## src/rtl/branch_predictor.sv

```systemverilog
// Direct-mapped BTB with 2-bit saturating direction counters: combinational
// lookup for the fetch PC, single-port training from the resolved EX transfer.
module branch_predictor #(
    parameter int IDX_W  = 4,
    parameter int ADDR_W = 32
) (
    input  logic              clk,
    input  logic              rstn,
    input  logic [ADDR_W-1:0] pc_if,
    output logic              jump_guess_if,
    output logic [ADDR_W-1:0] target_if,
    input  logic              upd_en,
    input  logic [ADDR_W-1:0] pc_ex,
    input  logic              jump_ex,
    input  logic [ADDR_W-1:0] target_ex,
    input  logic              jump_guess_ex,
    output logic [31:0]       upd_cnt,
    output logic [31:0]       mispred_cnt
);
    localparam int ENTRIES = 1 << IDX_W;
    localparam int TAG_W   = ADDR_W - IDX_W - 2;

    logic [ENTRIES-1:0]             valid;
    logic [ENTRIES-1:0][TAG_W-1:0]  tag;
    logic [ENTRIES-1:0][ADDR_W-1:0] target;
    logic [ENTRIES-1:0][1:0]        ctr;

    logic [IDX_W-1:0] if_idx, ex_idx;
    logic [TAG_W-1:0] if_tag, ex_tag;
    logic             if_hit, ex_hit;
    logic             unused_pc_lsb;

    assign if_idx = pc_if[IDX_W+1:2];
    assign if_tag = pc_if[ADDR_W-1:IDX_W+2];
    assign ex_idx = pc_ex[IDX_W+1:2];
    assign ex_tag = pc_ex[ADDR_W-1:IDX_W+2];
    assign unused_pc_lsb = ^{pc_if[1:0], pc_ex[1:0]};

    // Lookup reads the pre-update entry; outputs are forced quiet during reset.
    assign if_hit        = rstn & valid[if_idx] & (tag[if_idx] == if_tag);
    assign jump_guess_if = if_hit & ctr[if_idx][1];
    assign target_if     = if_hit ? target[if_idx] : '0;

    assign ex_hit = valid[ex_idx] & (tag[ex_idx] == ex_tag);

    always_ff @(posedge clk) begin
        if (!rstn) begin
            valid <= '0;
            ctr   <= {ENTRIES{2'b01}};
        end else if (upd_en) begin
            if (ex_hit) begin
                if (jump_ex) begin
                    if (ctr[ex_idx] != 2'b11) ctr[ex_idx] <= ctr[ex_idx] + 2'd1;
                    target[ex_idx] <= target_ex;
                end else if (ctr[ex_idx] != 2'b00) begin
                    ctr[ex_idx] <= ctr[ex_idx] - 2'd1;
                end
            end else if (jump_ex) begin
                // A taken miss evicts whatever alias held this slot.
                valid[ex_idx]  <= 1'b1;
                tag[ex_idx]    <= ex_tag;
                target[ex_idx] <= target_ex;
                ctr[ex_idx]    <= 2'b10;
            end
        end
    end

    always_ff @(posedge clk) begin
        if (!rstn) begin
            upd_cnt     <= '0;
            mispred_cnt <= '0;
        end else if (upd_en) begin
            upd_cnt <= upd_cnt + 32'd1;
            if (jump_guess_ex != jump_ex) mispred_cnt <= mispred_cnt + 32'd1;
        end
    end

endmodule

```

## config.mk

```make
export PLATFORM = sky130hd
export DESIGN_NAME = branch_predictor
export DESIGN_NICKNAME = d
export VERILOG_FILES = /design/src/rtl/branch_predictor.sv
export SDC_FILE = /design/constraint.sdc
export NUM_CORES = 1
export LEC_CHECK = 0
export BUFFER_PORTS_ARGS = -buffer_cell sky130_fd_sc_hd__clkbuf_2
export CAP_MARGIN = 30
export CORE_ASPECT_RATIO = 1.25
export CORE_UTILIZATION = 30
export CTS_BUF_LIST = sky130_fd_sc_hd__clkbuf_8
export CTS_CLUSTER_DIAMETER = 200
export CTS_CLUSTER_SIZE = 30
export DETAILED_ROUTE_END_ITERATION = 10
export GPL_TIMING_DRIVEN = 0
export PLACE_DENSITY_LB_ADDON = 0.05
export SLEW_MARGIN = 20
export SYNTH_ARGS = -nofsm -noshare
export SYNTH_HDL_FRONTEND = slang
export SYNTH_SLANG_ARGS = --single-unit
```

## constraint.sdc

```tcl
create_clock -name clk -period 11.2 [get_ports clk]
set_input_delay 2.24 -clock clk [delete_from_list [all_inputs] [get_ports clk]]
set_output_delay 2.24 -clock clk [all_outputs]
set_load 0.02 [all_outputs]
```

==> insert_results.sql <==
INSERT INTO impl_metrics (metric_group, metric, value, unit) VALUES
('clock_tree', 'cts_max_path_buffers', '3', ''),
('floorplan', 'design.portCount', '198', ''),
('job', 'drv_cap', '0', ''),
('critical_path', 'cpLargestDelayFamily', 'buffers and inverters', ''),
('timing', 'final_critical_delay_including_setup_and_external_delays', '9810', 'ps'),
('critical_path', 'timing.critical_path.from_type', 'input port', ''),
('yosys', 'synthesis.instances', '2391', ''),
('clock_tree', 'cts_resized', '0', ''),
('critical_path', 'critical_path.slowest_cell', 'buf_1', ''),
('global_routing', 'first_pass_grt_wire_length', '213000', 'um'),
('global_routing', 'vias_in_the_first_global_route', '25900', ''),
('timing', 'final.hold.worst_slack', '495', 'ps'),
('critical_path', 'setup.worst_path.end_class', 'output pin', ''),
('cells_and_area', 'final_util', '0.344', ''),
('detailed_routing', 'detail_route.wl_per_cell', '33.0', 'um'),
('yosys', 'synth_seq_cells', '1040', ''),
('clock_tree', 'h-tree-depth', '2', ''),
('floorplan', 'fp.dieW', '348', 'um'),
('critical_path', 'max_stage_delay', '710', 'ps'),
('clock_tree', 'cts.clk_slew.worst_paths', '170', 'ps'),
('detailed_routing', 'drc_errors', '0', ''),
('global_routing', 'grt.total_usage', '0.204', ''),
('clock_tree', 'clockRootBuffer', 'clkbuf_8', ''),
('yosys', 'syn-cell-area', '0.0448', 'mm^2'),
('critical_path', 'worstSetupPathType', 'input port to output pin', ''),
('placed_design', 'gpl.final_weighted_congestion', '0.805', ''),
('critical_path', 'cp_common_cell', 'clkbuf_1', ''),
('timing', 'tns', '0', 'ps'),
('floorplan', 'die_height', '434', 'um'),
('yosys', 'ys_warn_count', '0', ''),
('floorplan', 'die_area', '0.151', 'mm^2'),
('timing', 'relSlewSlack', '0.301', ''),
('global_routing', 'antenna_violations_before_repair', '10', ''),
('cells_and_area', 'layout.cells.non_filler', '4684', ''),
('global_routing', 'grt_start_max_net_pins', '32', ''),
('run_status', 'status', 'finished clean', ''),
('timing', 'post-route-period-util', '0.875', ''),
('clock_tree', 'cts-buffers-inserted', '40', ''),
('clock_tree', 'cts_post_setup_buffers_inserted', '0', ''),
('timing', 'finClkSkew', '52.0', 'ps'),
('timing', 'tightestPinTransition', '1050', 'ps'),
('placed_design', 'post-place-cells', '4606', ''),
('clock_tree', 'post_cts_hold_buffer_count', '0', ''),
('pwr', 'vdd.ir_drop.worst', '0.000121', 'V'),
('pwr', 'leakage', '16.5', 'nW'),
('clock_tree', 'clock_sink_count', '1040', ''),
('timing', 'final_max_slew_viol_count', '0', ''),
('critical_path', 'crit_path_cell_trace', 'clkbuf_1, buf_1, buf_2, mux4_2, mux2i_1, a21oi_1, xor2_1, nor4_1, nand4_1, buf_8, clkbuf_1, nor2b_1, clkbuf_2', ''),
('detailed_routing', 'wl', '155000', 'um'),
('cells_and_area', 'design.final.nets', '2834', ''),
('detailed_routing', 'detail-route-antenna-nets', '0', ''),
('yosys', 'synth_area_per_cell', '18.7', 'um^2'),
('clock_tree', 'cts_tree', 'done', ''),
('yosys', 'synth-edff-count', '928', ''),
('yosys', 'ys.flop_type', 'edfxtp_1', ''),
('cells_and_area', 'final_layout_size_suffix_gt1_frac', '0.307', ''),
('yosys', 'synthArstFlopShare', '0', ''),
('critical_path', 'critPathRequiredTime', '8960', 'ps'),
('detailed_routing', 'viasPerCell', '5.31', ''),
('yosys', 'synthTopCellsByArea', 'edfxtp_1 62%, mux4_2 18%, dfxtp_1 5.0%, mux2i_1 3.1%, xnor2_1 1.1%', ''),
('clock_tree', 'insertion_delay', '820', 'ps'),
('timing', 'rsz_0062_raised_after_global_routing', 'false', ''),
('critical_path', 'cp.arrival', '7570', 'ps'),
('yosys', 'cell_type_with_the_highest_aggregate_area_in_the_netlist', 'edfxtp_1', ''),
('detailed_routing', 'top_layer_used', 'met5', ''),
('timing', 'final-hold-violation-count', '0', ''),
('detailed_routing', 'vias', '24900', ''),
('timing', 'report.final.setup_viol', '0', ''),
('yosys', 'synth_cell_type_count', '70', ''),
('yosys', 'synth.yosys.seq_area_share', '0.672', ''),
('floorplan', 'design.core.area', '0.148', 'mm^2');
[cell usage after synthesis (25+ instances only)]
master    instances
a21oi_1          31
a22oi_1          39
and2_1           33
and3_1           26
buf_2            33
clkbuf_1         70
dfxtp_1         112
edfxtp_1        928
mux2_2           25
mux2i_1         140
mux4_2          349
nand2_1          65
nand3_1          46
nor2_1           68
nor2b_1          43
o21ai_0          25
xnor2_1          58
xor2_1           38
[final cells by class]
class | instances | area [um^2]
clock inverters | 33 | 139
diodes | 3 | 7.51
multi-input cells | 1189 | 14100
plain buffers | 147 | 773
clock buffers | 41 | 564
well taps | 1920 | 2400
fillers | 14000 | 97300
repair buffers | 296 | 2850
inverters | 15 | 56.3
flip-flops and latches | 1040 | 30100
[flip-flops by register name (all words and copies together), names as in the netlist]
| signal | cells |
|---|---|
| target | 512 |
| valid | 16 |
| ctr | 32 |
| tag | 416 |
| upd_cnt | 32 |
| mispred_cnt | 32 |
[power by group]
part,leakage (nW),switching (mW),internal (mW)
Sequential,9.25,0.0114,4.24
Combinational,6.80,0.370,0.237
Clock,0.461,1.18,0.352
Total,16.5,1.56,4.83
[logic make-up (layout without fill, tap and decap cells)]
| family | after synthesis | count (layout) | share of synthesized area |
|---|---|---|---|
| adder cells (fa/ha/maj) | 4 | 4 | 0.00112 |
| XOR/XNOR | 96 | 96 | 0.0188 |
| flip-flops | 1040 | 1040 | 0.672 |
| AND/OR/NAND/NOR | 365 | 365 | 0.0428 |
| AO/OA/AOI/OAI | 210 | 210 | 0.0343 |
| other | 0 | 3 | 0 |
| buffers and inverters | 162 | 532 | 0.0177 |
| multiplexers | 514 | 514 | 0.213 |
[worst register-to-register path, stage by stage, from the launching register on]
cell and delay, ps:
edfxtp_1 430, mux4_2 490, mux2i_1 170, mux2i_1 120
xor2_1 690, nor4_2 150, nand4_1 300, nor3_2 120
or2_1 210, buf_2 210, nor3_2 550, buf_4 300
buf_4 180, buf_6 160, buf_4 200
[per-stage QoR]
step           setup slack (ps)  cell area (um^2)
2_1_floorplan              3630             44800
3_3_place_gp              -1690             48100
3_5_place_dp               1240             50300
4_1_cts                    1240             51000
5_1_grt                    1170             51000
6_report                   1390             51000
[path summary, 6_finish.rpt]
| check | endpoint | cells past startpoint | slack (ps) | from |
|---|---|---|---|---|
| setup / recovery | target_if[3] | 13 | 1390 | pc_if[4] |
| hold / removal | valid[10] | 1 | 500 | valid[10] |
| setup reg to reg | tag[286] | 14 | 6650 | tag[283] |
| hold reg to reg | valid[10] | 1 | 500 | valid[10] |
[metal layers]
layer	global-route usage	vias to the layer above
met5	0	-
met4	0.0511	8
met3	0.0218	149
met2	0.371	670
met1	0.259	13600
li1	-	10500
[placed cells by master, fill, tap and decap left out, drive strengths merged, types with 43 or more instances in the layout]
cell type / instances
mux4: 349
inv: 45
edfxtp: 928
mux2i: 140
dfxtp: 112
nand3: 48
nor2: 71
clkbuf: 295
nand2: 65
nor2b: 43
xnor2: 58
buf: 189
No activity file was read; power rests on OpenSTA's default activity.
